### config.mk
export PLATFORM = sky130hd
export DESIGN_NAME = io_xbar_input_port
export DESIGN_NICKNAME = d
export VERILOG_FILES = /design/src/rtl/io_xbar_input_port_pkg.sv /design/src/rtl/io_xbar_input_fifo.sv /design/src/rtl/io_xbar_input_port.sv
export SDC_FILE = /design/constraint.sdc
export NUM_CORES = 1
export LEC_CHECK = 0
export CELL_PAD_IN_SITES_DETAIL_PLACEMENT = 0
export CELL_PAD_IN_SITES_GLOBAL_PLACEMENT = 1
export CORE_MARGIN = 2
export CORE_UTILIZATION = 43
export CTS_CLUSTER_DIAMETER = 50
export DETAILED_ROUTE_END_ITERATION = 12
export GPL_ROUTABILITY_DRIVEN = 1
export PLACE_DENSITY_LB_ADDON = 0.15
export SETUP_SLACK_MARGIN = 0.05
export SYNTH_ARGS = -nofsm -noshare
export SYNTH_HDL_FRONTEND = slang
export SYNTH_SLANG_ARGS = --single-unit
### constraint.sdc
create_clock -name clk -period 3.45 [get_ports clk]
set_input_delay 0.5175 -clock clk [delete_from_list [all_inputs] [get_ports clk]]
set_output_delay 0.5175 -clock clk [all_outputs]
set_load 0.02 [all_outputs]
### src/rtl/io_xbar_input_port_pkg.sv
// Shared definitions for the IO crossbar input port: network widths, route encodings, FSM states.
// Network widths fall back to OpenPiton defaults when network_define.v has not been read first.
`ifndef DATA_WIDTH
`define DATA_WIDTH 64
`endif
`ifndef PAYLOAD_LEN
`define PAYLOAD_LEN 8
`endif
`ifndef CHIP_ID_WIDTH
`define CHIP_ID_WIDTH 14
`endif
`ifndef XY_WIDTH
`define XY_WIDTH 8
`endif

package io_xbar_input_port_pkg;

  localparam int DATA_W    = `DATA_WIDTH;
  localparam int PAYLOAD_W = `PAYLOAD_LEN;
  localparam int LEN_MSB   = `DATA_WIDTH - `CHIP_ID_WIDTH - 2*`XY_WIDTH - 4;

  localparam logic [1:0] IO_XBAR_ROUTE_0 = 2'd0;
  localparam logic [1:0] IO_XBAR_ROUTE_1 = 2'd1;
  localparam logic [1:0] IO_XBAR_ROUTE_2 = 2'd2;
  localparam logic [1:0] IO_XBAR_ROUTE_3 = 2'd3;

  typedef enum logic {
    IO_XBAR_IN_HEAD = 1'b0,
    IO_XBAR_IN_BODY = 1'b1
  } io_xbar_in_state_e;

  function automatic logic [3:0] route_onehot(input logic [1:0] route);
    logic [3:0] oh;
    oh = 4'b0000;
    case (route)
      IO_XBAR_ROUTE_0: oh = 4'b0001;
      IO_XBAR_ROUTE_1: oh = 4'b0010;
      IO_XBAR_ROUTE_2: oh = 4'b0100;
      IO_XBAR_ROUTE_3: oh = 4'b1000;
      default:         oh = 4'b0000;
    endcase
    return oh;
  endfunction

endpackage

### src/rtl/io_xbar_input_fifo.sv
// Flit buffer for the crossbar input port; DEPTH must be a power of two so pointers wrap for free.
module io_xbar_input_fifo #(
  parameter int DEPTH = 4,
  parameter int WIDTH = 64
) (
  input  logic             clk,
  input  logic             reset,
  input  logic             push_in,
  input  logic             pop_in,
  input  logic [WIDTH-1:0] data_in,
  output logic [WIDTH-1:0] data_out,
  output logic             empty_out,
  output logic             full_out
);

  localparam int PW = $clog2(DEPTH);
  localparam int CW = PW + 1;

  logic [WIDTH-1:0] mem_q [DEPTH];
  logic [WIDTH-1:0] mem_d [DEPTH];
  logic [PW-1:0]    wr_ptr_q, wr_ptr_d;
  logic [PW-1:0]    rd_ptr_q, rd_ptr_d;
  logic [CW-1:0]    count_q, count_d;
  logic             push_ok;
  logic             pop_ok;

  assign empty_out = (count_q == '0);
  assign full_out  = (count_q == CW'(DEPTH));
  assign data_out  = mem_q[rd_ptr_q];
  assign pop_ok    = pop_in & ~empty_out;
  // A push into a full buffer only lands if the head leaves in the same cycle.
  assign push_ok   = push_in & (~full_out | pop_ok);

  always_comb begin
    mem_d    = mem_q;
    wr_ptr_d = wr_ptr_q;
    rd_ptr_d = rd_ptr_q;
    if (push_ok) begin
      mem_d[wr_ptr_q] = data_in;
      wr_ptr_d        = wr_ptr_q + 1'b1;
    end
    if (pop_ok) begin
      rd_ptr_d = rd_ptr_q + 1'b1;
    end
    count_d = count_q + CW'(push_ok) - CW'(pop_ok);
  end

  always_ff @(posedge clk) begin
    if (reset) begin
      wr_ptr_q <= '0;
      rd_ptr_q <= '0;
      count_q  <= '0;
    end else begin
      wr_ptr_q <= wr_ptr_d;
      rd_ptr_q <= rd_ptr_d;
      count_q  <= count_d;
    end
  end

  always_ff @(posedge clk) begin
    mem_q <= mem_d;
  end

endmodule

### src/rtl/io_xbar_input_port.sv
// Crossbar input port: buffers flits, decodes headers, requests an output and returns yummy credits.
// Define IO_XBAR_INPUT_PROTOCOL_CHECK_EN to add the sticky err_out protocol checker.
module io_xbar_input_port
  import io_xbar_input_port_pkg::*;
#(
  parameter int FIFO_DEPTH = 4,
  parameter int ROUTE_LSB  = 0
) (
  input  logic                   clk,
  input  logic                   reset,
  input  logic [`DATA_WIDTH-1:0] data_in,
  input  logic                   valid_in,
  output logic                   yummy_out,
  output logic [`DATA_WIDTH-1:0] data_out,
  output logic                   valid_out,
  output logic                   route_req_0_out,
  output logic                   route_req_1_out,
  output logic                   route_req_2_out,
  output logic                   route_req_3_out,
  output logic                   tail_out,
  input  logic                   thanks_0_in,
  input  logic                   thanks_1_in,
  input  logic                   thanks_2_in,
`ifdef IO_XBAR_INPUT_PROTOCOL_CHECK_EN
  input  logic                   thanks_3_in,
  output logic                   err_out
`else
  input  logic                   thanks_3_in
`endif
);

  io_xbar_in_state_e    state_q, state_d;
  logic [PAYLOAD_W-1:0] cnt_q, cnt_d;
  logic [1:0]           route_q, route_d;
  logic                 yummy_q, yummy_d;

  logic                 fifo_empty;
  logic                 fifo_full;
  logic                 pop;
  logic [3:0]           thanks;
  logic [3:0]           req;
  logic [1:0]           hdr_route;
  logic [PAYLOAD_W-1:0] hdr_len;
  logic [1:0]           cur_route;

  io_xbar_input_fifo #(
    .DEPTH (FIFO_DEPTH),
    .WIDTH (`DATA_WIDTH)
  ) u_fifo (
    .clk       (clk),
    .reset     (reset),
    .push_in   (valid_in),
    .pop_in    (pop),
    .data_in   (data_in),
    .data_out  (data_out),
    .empty_out (fifo_empty),
    .full_out  (fifo_full)
  );

  assign valid_out = ~fifo_empty;
  assign thanks    = {thanks_3_in, thanks_2_in, thanks_1_in, thanks_0_in};
  assign hdr_route = data_out[ROUTE_LSB+1:ROUTE_LSB];
  assign hdr_len   = data_out[LEN_MSB -: PAYLOAD_W];
  // Body flits carry no route, so they follow the port latched from their header.
  assign cur_route = (state_q == IO_XBAR_IN_HEAD) ? hdr_route : route_q;
  assign pop       = valid_out & thanks[cur_route];
  assign req       = valid_out ? route_onehot(cur_route) : 4'b0000;

  assign route_req_0_out = req[0];
  assign route_req_1_out = req[1];
  assign route_req_2_out = req[2];
  assign route_req_3_out = req[3];
  assign yummy_out       = yummy_q;

  always_comb begin
    tail_out = 1'b0;
    if (valid_out) begin
      tail_out = (state_q == IO_XBAR_IN_HEAD) ? (hdr_len == '0) : (cnt_q == PAYLOAD_W'(1));
    end
  end

  always_comb begin
    state_d = state_q;
    cnt_d   = cnt_q;
    route_d = route_q;
    yummy_d = pop;
    if (pop) begin
      if (state_q == IO_XBAR_IN_HEAD) begin
        route_d = hdr_route;
        if (hdr_len != '0) begin
          cnt_d   = hdr_len;
          state_d = IO_XBAR_IN_BODY;
        end
      end else begin
        cnt_d = cnt_q - 1'b1;
        if (cnt_q == PAYLOAD_W'(1)) begin
          state_d = IO_XBAR_IN_HEAD;
        end
      end
    end
  end

  always_ff @(posedge clk) begin
    if (reset) begin
      state_q <= IO_XBAR_IN_HEAD;
      cnt_q   <= '0;
      route_q <= IO_XBAR_ROUTE_0;
      yummy_q <= 1'b0;
    end else begin
      state_q <= state_d;
      cnt_q   <= cnt_d;
      route_q <= route_d;
      yummy_q <= yummy_d;
    end
  end

`ifdef IO_XBAR_INPUT_PROTOCOL_CHECK_EN
  logic err_q, err_d;
  logic ev_overflow;
  logic ev_wrong_thanks;
  logic ev_multi_thanks;

  assign ev_overflow     = valid_in & fifo_full & ~pop;
  assign ev_wrong_thanks = valid_out & |(thanks & ~route_onehot(cur_route));
  assign ev_multi_thanks = ($countones(thanks) > 1);
  assign err_out         = err_q;

  always_comb begin
    err_d = err_q | ev_overflow | ev_wrong_thanks | ev_multi_thanks;
  end

  always_ff @(posedge clk) begin
    if (reset) begin
      err_q <= 1'b0;
    end else begin
      err_q <= err_d;
    end
  end

`ifndef SYNTHESIS
  always_ff @(posedge clk) begin
    if (!reset) begin
      if (ev_overflow)     $display("io_xbar_input_port: overflow push dropped at %0t", $time);
      if (ev_wrong_thanks) $display("io_xbar_input_port: thanks on unselected port at %0t", $time);
      if (ev_multi_thanks) $display("io_xbar_input_port: multiple thanks bits at %0t", $time);
    end
  end
`endif
`endif

endmodule

# After elaboration in Yosys (flattened, before gate mapping)
# Index checks and enable logic that the tools add are counted.
# word_totals
ram_bits	0
elab_cells	58
register_bits	275
memories	0
latchBits	0
romBits	0
# op_classes
mul	0
div_mod_pow	0
n_lt_le_gt_ge	4
n_reduce_logical	7
n_mux	18
n_shift	0
bitwise	8
n_addsub	5
eq_ne	5
# ops
cell	count
$bwmux W256	1
$mux W64	3
$bmux W64 S2	1
$demux W64 S2	1
$mux W8	2
$pmux W4 S4	1
$eq A8 B1 Y1 const B	1
$logic_not A8 Y1	1
$reduce_bool A8 Y1	1
$sub A8 B1 Y8 const B	1
$ge A3 B3 Y1 const B	2
$mux W1	6
$not A2 Y3	2
$add A2 B1 Y2 const B	2
$eq A2 B2 Y1 const B	2
$mux W4	1
$add A3 B1 Y3	1
$and A1 B1 Y1	3
$eq A3 B3 Y1 const B	1
$logic_not A3 Y1	1
$lt A2 B3 Y1 const B	1
$lt A3 B1 Y1 const B	1
$sub A3 B1 Y3	1
$bmux W1 S2	1
8 further kinds	9

# Longest topological paths before layout
# Gate-level depths: netlist of the first run.
# depth
ltp_word	13
ltp_mapped	12
mapped_depth_nobuf	11

# Hierarchy
# A second synthesis of the first run with hierarchy kept.
# unflattened
hier_cells	486
hier_area_um2	10512.6
# modules_own_cells
mod	cells_each	instances	area_per_inst_um2	seq_area_each_um2
io_xbar_input_fifo	378	1	9684.3	7827.5
io_xbar_input_port	108	1	828.3	240.2

# Worst setup path after synthesis of the first run
# Ideal clock, no wire load.
# synth_timing
kind	reg2reg
from	register u_fifo.rd_ptr_q[0]
to	register u_fifo.mem_q[0] (netlist bit), enable pin
t_arrival_ns	3.484
path_buffers	1
path_stages_with_launch	7
period_less_slack_ns	3.913
slack_ns	-0.463
t_required_ns	3.021
path_cell_list	dfxtp_1 buf_6 mux4_2 mux2_2 o21ai_1 o21ai_1 and2_1
# synth_between
elab_chain_len	11
# synth_lines
item	line	text
start, declared	io_xbar_input_fifo.sv:22	logic [PW-1:0] rd_ptr_q, rd_ptr_d;
start signal, assigned	io_xbar_input_fifo.sv:55	rd_ptr_q <= rd_ptr_d;
$not A2 Y3 (not written as such)	io_xbar_input_fifo.sv:29	assign data_out = mem_q[rd_ptr_q];
$bmux W64 S2	io_xbar_input_fifo.sv:29	
$mux W64 (not written as such) (2 in series)	io_xbar_input_fifo.sv:29	
via data_out[0]	io_xbar_input_port.sv:14	output logic [`DATA_WIDTH-1:0] data_out,
$mux W2	n/a	
$bmux W1 S2	io_xbar_input_port.sv:66	assign pop = valid_out & thanks[cur_route];
$mux W1 (not written as such)	io_xbar_input_port.sv:66	
$and A1 B1 Y1	io_xbar_input_port.sv:66	
$and A1 B1 Y1	io_xbar_input_fifo.sv:30	assign pop_ok = pop_in & ~empty_out;
$or A1 B1 Y1	io_xbar_input_fifo.sv:32	assign push_ok = push_in & (~full_out | pop_ok);
$and A1 B1 Y1	io_xbar_input_fifo.sv:32	
via u_fifo.push_ok	io_xbar_input_fifo.sv:24	logic push_ok;
end signal, assigned	io_xbar_input_fifo.sv:61	mem_q <= mem_d;
end, declared	io_xbar_input_fifo.sv:19	logic [WIDTH-1:0] mem_q [DEPTH];
# The timed path passes the listed nets, and every way through them passes these cells. The select of a mux whose other input is x is not followed.
# A chain may end at the register's enable or synchronous reset.

# Final worst setup path of the first run
# layout_timing
from	register u_fifo.rd_ptr_q[0]
to	output tail_out
# layout_between
elab_chain_len	7
# layout_lines
item	line	text
$not A2 Y3 (not written as such)	io_xbar_input_fifo.sv:29	
$bmux W64 S2	io_xbar_input_fifo.sv:29	
$mux W64 (not written as such) (2 in series)	io_xbar_input_fifo.sv:29	
$logic_not A8 Y1	io_xbar_input_port.sv:78	tail_out = (state_q == IO_XBAR_IN_HEAD) ? (hdr_len == '0) : (cnt_q == PAYLOAD_W'(1));
$mux W1	io_xbar_input_port.sv:78	
$mux W1	io_xbar_input_port.sv:77	if (valid_out) begin
end, declared	io_xbar_input_port.sv:20	output logic tail_out,
# No other way between the ends. The select of a mux whose other input is x is not followed.

==> metrics.yaml, run 1 <==
outcome:
  outcome: "completed"
clock_tree:
  clockBufferDepth: 3
  root_buffer: "clkbuf_16"
  ctsHtreeMaxLevel: 1
  cts_tree: "done"
  numCtsBuffers: 31
  path_clk_slew_ns: 0.05
  cts_num_sinks: 275
  clk_latency_ns: 0.56
logic_synthesis:
  syn_nets: 567
  yosys.area_share.simple_pct: 3.73
  synthMuxAreaShare_pct: 14.5
  seq_area_frac_synth_pct: 77.4
  netlist_area_um2: 10400
  yosys_warnings: 0
  synthDistinctLibCells: 40
  synth_top_family_by_area: "multiplexers"
  ys_seq_elements: 275
  synth_cells: 487
  synthAdderAreaFrac_pct: 1.15
  synth-compound-area-share_pct: 1.54
  synthXorXnorAreaFrac_pct: 0.420
  avgSynthCellArea_um2: 21.4
place:
  port_buffers: 141
  gp_congestion: 0.806
  dp_hpwl_mm: 11.9
  placed_area_um2: 12300
critical_path:
  path_max_fanout: 6
  rrSetupSlack_ns: 0.30
  end_kind: "output port"
  crit_chain: "clkbuf_4 > buf_4 > mux4_2 > or3_4 > nor4_4 > a31oi_1 > nor2_1 > buf_2"
  cp.arrival_ns: 2.73
  slowest_stage: "mux4_2"
  slowest_delay_ns: 0.53
  cp_num_buf_inv: 3
  critical_path.top_delay_family: "simple AND/OR/NAND/NOR gates"
  critPathLaunchType: "register"
  critPathKind: "reg2out"
  cp.required_ns: 2.93
timing:
  setup-tns-final_ns: 0
  setup_viol: 0
  period_share_pct: 94.2
  worstMarginPinSlew_ns: 1.06
  slew_viol_final: 0
  final_hold_viol_count: 0
  grt_setup_unrepaired: "false"
  slew_headroom_pct: 29.2
  max_freq_mhz: 308
  min_period_ns: 3.25
  skew_ns: 0.0223
power_and_ir_drop:
  comb_power_share_pct: 34.7
  clkPwrFrac_pct: 26.3
  peakVddDrop_uv: 761
  seqPwrFrac_pct: 39.0
  leakagePower_nw: 4.30
  intPower_w: 0.00848
  p_switching_w: 0.00381
  power.density_nw_per_um2: 923
  swShare_pct: 31.0
die:
  initial_core_util_pct: 44.1
  ios: 142
  die_h_um: 160
  dieArea_um2: 25500
  dieWidth_um: 160
  std_cell_rows: 56
  coreArea_um2: 23600
routing:
  ant_nets: 0
  drt-pass1-iter-count: 7
  vias_per_cell: 5.17
  drt_iter0_drc: 296
  wl_mm: 20.1
  wl_per_cell_um: 20.1
  drc_errors: 0
  vias: 5174
global_routing:
  grt_antenna_before_repair: 2
  overflow: 0
  grt_pass1_wl_mm: 31.3
  grtUsageTotal_pct: 15.8
  grt_start_max_net_pins: 65
  grt_pass1_vias: 5553
layout:
  syn_to_final_growth_pct: 27.8
  antenna_cells: 0
  final_cell_area_um2: 13300
  drive_gt1_share_pct: 20.3
  nNetsFinal: 736
job:
  timing.max_cap.violations: 0
worst_hold_path:
  hp-class: "reg2reg"
-- cell families after synthesis --
| family | count (synthesis) |
|---|---|
| compound gates | 25 |
| simple gates | 75 |
| xor+xnor | 5 |
| fa+ha+maj | 9 |
| mux | 69 |
| flops | 275 |
| buf+inv | 29 |
-- sequential cells by signal (all words and copies together), names as in the netlist --
| name | cells |
|---|---|
| u_fifo.wr_ptr_q | 2 |
| state_q | 1 |
| u_fifo.rd_ptr_q | 2 |
| u_fifo.count_q | 3 |
| cnt_q | 8 |
| u_fifo.mem_q | 256 |
| yummy_out | 1 |
| route_q | 2 |
-- tightest hold or removal path, cell delays in order (launching register included) --
cell	delay, ns
dfxtp_1	0.31
nand2b_1	0.06
o32ai_1	0.06
-- through the flow --
step                      hold slack (ns)  std cells  utilization, %  total power (W)  worst slack [ns]
after floorplan                     0.454        487               -          0.00735            0.0859
after global placement              0.471        939            51.9          0.00911             0.231
after detailed placement            0.476        939            51.9          0.00916             0.182
after CTS                           0.485        997            56.2           0.0124            0.0511
after global routing                0.506       1000            56.4           0.0129            0.0461
final                               0.480       1000            56.4           0.0123             0.202
-- cell usage after synthesis --
library cell | n | area (um^2)
ha_1 | 8 | 100
a31oi_1 | 5 | 31.3
xnor2_1 | 5 | 43.8
mux2i_1 | 2 | 20.0
o32ai_1 | 1 | 8.76
or4b_2 | 1 | 10.0
dfxtp_1 | 19 | 380
mux4_2 | 63 | 1420
nor3_1 | 7 | 35.0
nand2_1 | 20 | 75.1
mux2_2 | 2 | 22.5
fa_1 | 1 | 20.0
nor4b_1 | 2 | 17.5
a311oi_1 | 2 | 17.5
buf_1 | 7 | 26.3
nor4_4 | 1 | 21.3
or4_4 | 1 | 11.3
nor2_1 | 20 | 75.1
or3_1 | 3 | 18.8
clkbuf_1 | 10 | 37.5
or4_1 | 1 | 7.51
inv_1 | 10 | 37.5
nor3b_1 | 1 | 7.51
a21oi_1 | 4 | 20.0
a211oi_2 | 1 | 12.5
nor2b_1 | 3 | 18.8
o21ai_0 | 6 | 30.0
a32oi_1 | 1 | 8.76
nand4_1 | 1 | 6.26
o21ai_1 | 3 | 15.0
a22oi_1 | 1 | 7.51
nand3_1 | 5 | 25.0
buf_6 | 2 | 22.5
nor4_1 | 1 | 6.26
nand3_2 | 1 | 10.0
and2_1 | 5 | 31.3
mux4_1 | 2 | 52.6
o31a_1 | 1 | 8.76
edfxtp_1 | 256 | 7690
nand2b_1 | 2 | 12.5
-- path summary, 6_finish.rpt --
check	startpoint	end	depth (start not counted)
min	cnt_q[7]	cnt_q[7]	2
min reg2reg	cnt_q[7]	cnt_q[7]	2
max	u_fifo.rd_ptr_q[0]	tail_out	8
max reg2reg	u_fifo.rd_ptr_q[0]	u_fifo.count_q[2]	12
-- layer usage --
metal / global-route usage [%] / wire length (um)
met4: 3.43 / 338
met1: 19.4 / 8220
met2: 27.8 / 10300
met3: 4.73 / 1270
met5: 0 / 28
-- final cells by class --
| type | instances | area [um^2] |
|---|---|---|
| Tap cell | 319 | 399 |
| Timing Repair Buffer | 155 | 1520 |
| Sequential cell | 275 | 8080 |
| Multi-Input combinational cell | 183 | 2250 |
| Fill cell | 1818 | 10300 |
| Clock buffer | 37 | 798 |
| Inverter | 10 | 37.5 |
| Clock inverter | 21 | 228 |
-- timing repair --
| action | CTS | global route |
|---|---|---|
| setup endpoints to repair | 1 | 3 |
| gates cloned | 0 | 0 |
| endpoints found under the hold margin | 0 | 0 |
| resized for setup | 6 | 7 |
| hold buffers | 0 | 0 |
| setup buffers | 0 | 3 |
-- cells in the final DEF, fill, tap and decap left out, drive strengths merged, types with 7 or more instances in the layout --
cell type	count
nor3	7
o21ai	9
inv	12
mux4	65
dfxtp	19
nor2	20
edfxtp	256
clkdlybuf4s50	140
clkinv	13
nand2	20
ha	8
clkbuf	38
buf	14
-- power groups by stage --
| stage | logic [W] | registers [W] | clock network [W] |
|---|---|---|---|
| floorplan | 0.00259 | 0.00476 | 0 |
| global route | 0.00459 | 0.00487 | 0.00345 |
| finish | 0.00426 | 0.00479 | 0.00323 |
| global placement | 0.00429 | 0.00483 | 0 |
| detailed placement | 0.00428 | 0.00488 | 0 |
| CTS | 0.00431 | 0.00481 | 0.00331 |
Note: power is estimated with default switching activity, not from simulation.
==> inputs of run 2 (changes only) <==
--- a/config.mk
+++ b/config.mk
@@ -17,3 +17,4 @@
 export SYNTH_ARGS = -nofsm -noshare
 export SYNTH_HDL_FRONTEND = slang
 export SYNTH_SLANG_ARGS = --single-unit
+export TNS_END_PERCENT = 30
==> run 2 against run 1 <==
Against the previous run: largest power group unchanged; non-clock buffer count shrank 1; worst hold slack gained 0.0034 ns; utilization shrank 0.45 points; global-route usage grew 0.36 points; worst setup slack lost 0.036 ns; largest cell class unchanged; first-iteration DRC count grew 55%.
==> metrics.yaml, run 2 (same netlist as run 1, synthesis figures left out) <==
outcome:
  outcome: "completed"
place:
  port_buffers: 141  # unchanged
  gp_congestion: 0.790  # -2.0%
  placed_area_um2: 12200  # about the same
  dp_hpwl_mm: 11.8  # -0.40%
die:
  std_cell_rows: 56  # unchanged
  dieArea_um2: 25500  # unchanged
  die_h_um: 160  # unchanged
  initial_core_util_pct: 44.1  # unchanged
  ios: 142  # unchanged
  coreArea_um2: 23600  # unchanged
  dieWidth_um: 160  # unchanged
clock_tree:
  cts_num_sinks: 275  # unchanged
  path_clk_slew_ns: 0.06  # about the same
  cts_tree: "done"
  numCtsBuffers: 31  # unchanged
  root_buffer: "clkbuf_16"
  clk_latency_ns: 0.57  # about the same
  clockBufferDepth: 3  # unchanged
  ctsHtreeMaxLevel: 1  # unchanged
routing:
  wl_per_cell_um: 20.3  # +0.91%
  wl_mm: 20.3  # +0.80%
  drt_iter0_drc: 459  # +55%
  drt-pass1-iter-count: 4  # -3
  vias_per_cell: 5.22  # +0.87%
  drc_errors: 0  # unchanged
  ant_nets: 0  # unchanged
  vias: 5214  # +0.77%
critical_path:
  crit_chain: "buf_4 > mux4_2 > or4b_2 > nand3_2 > nor2_1 > ha_1 > inv_1 > ha_1 > fa_1 > xnor2_2 > xnor2_1 > nor2_1"
  cp.required_ns: 3.86  # +0.93 ns
  critPathLaunchType: "register"
  end_kind: "register"
  slowest_stage: "or4b_2"
  cp.arrival_ns: 3.69  # +0.96 ns
  path_max_fanout: 6  # unchanged
  slowest_delay_ns: 0.66  # +0.13 ns
  critPathKind: "reg2reg"
power_and_ir_drop:
  leakagePower_nw: 4.25  # -1.1%
  peakVddDrop_uv: 588  # -23%
  total_power_w: 0.0120  # -2.2%
  power.density_nw_per_um2: 910  # -1.4%
timing:
  slew_viol_final: 0  # unchanged
  setup-tns-final_ns: 0  # unchanged
  period_share_pct: 95.2  # +1.0 points
  final_hold_viol_count: 0  # unchanged
  skew_ns: 0.0217  # -0.000576 ns
  grt_setup_unrepaired: "true"
  worstMarginPinSlew_ns: 1.03  # -0.0335 ns
  setup_viol: 0  # unchanged
  slew_headroom_pct: 31.4  # +2.2 points
  min_period_ns: 3.28  # +0.0360 ns
  max_freq_mhz: 304  # -1.1%
global_routing:
  grtUsageTotal_pct: 16.2  # +0.36 points
  grt_start_max_net_pins: 65  # unchanged
  grt_pass1_wl_mm: 32.1  # +2.7%
  grt_antenna_before_repair: 2  # unchanged
  grt_pass1_vias: 5732  # +3.2%
  overflow: 0  # unchanged
layout:
  antenna_cells: 0  # unchanged
  reg.largest.list: "u_fifo.mem_q x256, cnt_q x8, u_fifo.count_q x3"
  layout_commonest_cell: "edfxtp_1"
  drive_gt1_share_pct: 20.1  # -0.12 points
  final_cell_mix: "edfxtp_1 (256), clkdlybuf4s50_1 (140), mux4_2 (65)"
  top_register: "u_fifo.mem_q"
  final_cell_area_um2: 13200  # -0.80%
  largest_register_ffs: 256  # unchanged
  syn_to_final_growth_pct: 26.7
  nNetsFinal: 735  # -0.14%
worst_hold_path:
  hp-class: "reg2reg"
job:
  timing.max_cap.violations: 0  # unchanged
-- run 2: changes by cell type in the layout (fill, tap and decap cells not counted), moves of 2 or more --
cell / change
inv_6: +2
clkbuf_1: +2
clkinv_1: -2
bufinv_16: -4
clkinv_2: +2
-- run 2: path summary, 6_finish.rpt --
check / startpoint / end / slack, ns / cells after the start
max reg2reg: u_fifo.rd_ptr_q[0] / u_fifo.count_q[2] / 0.17 / 12
min reg2reg: cnt_q[7] / cnt_q[7] / 0.48 / 2
min: cnt_q[7] / cnt_q[7] / 0.48 / 2
max: u_fifo.rd_ptr_q[0] / u_fifo.count_q[2] / 0.17 / 12
-- run 2: power breakdown --
group	internal (W)	switching (W)
clock	0.00167	0.00128
combinational	0.00195	0.00232
sequential	0.00456	0.000228
total	0.00818	0.00383
-- run 2: cell type report --
cell class	instances	area (um^2)
Multi-Input combinational cell	183	2240
Timing Repair Buffer	154	1520
Clock inverter	19	126
Tap cell	319	399
Fill cell	1812	10400
Inverter	10	37.5
Clock buffer	39	806
Sequential cell	275	8080
-- run 2: what timing repair did --
action,in CTS,in global routing
gates resized for setup,6,7
cloned,0,0
setup endpoints to repair,42,7
setup buffers,0,2
pin swaps,0,2
hold buffers,0,0
-- run 2: routing by layer --
layer / GRT usage (%) / share of wire (%) / vias to the layer above
met3: 4.91 / 7.0 / 29
met1: 21.3 / 42 / 2680
li1: - / - / 2355
met2: 26.6 / 49 / 146
met5: 0 / 0.12 / -
met4: 3.72 / 1.5 / 4
-- run 2: through the flow --
| step | worst slack, ns | hold WS (ns) | utilization, % | std cells |
|---|---|---|---|---|
| after floorplan | -0.462 | 0.454 | - | 487 |
| after detailed placement | 0.173 | 0.479 | 51.8 | 939 |
| after global placement | 0.202 | 0.467 | 51.8 | 939 |
| after CTS | -0.0438 | 0.485 | 55.8 | 997 |
| after global routing | 0.0227 | 0.520 | 55.9 | 999 |
| final | 0.166 | 0.484 | 55.9 | 999 |
-- run 2: critical path, delay by kind of cell (launching register included) --
| family | cells | cell delay [ns] |
|---|---|---|
| buf+inv | 2 | 0.18 |
| flops | 1 | 0.40 |
| fa+ha+maj | 3 | 0.89 |
| mux | 1 | 0.53 |
| xor+xnor | 2 | 0.29 |
| simple gates | 4 | 0.85 |
==> inputs of run 3 (changes only) <==
--- a/config.mk
+++ b/config.mk
@@ -5,6 +5,7 @@
 export SDC_FILE = /design/constraint.sdc
 export NUM_CORES = 1
 export LEC_CHECK = 0
+export CAP_MARGIN = 0
 export CELL_PAD_IN_SITES_DETAIL_PLACEMENT = 0
 export CELL_PAD_IN_SITES_GLOBAL_PLACEMENT = 1
 export CORE_MARGIN = 2
==> results of run 3 <==
The final DEF is identical to that of run 2; final timing and power are the same.
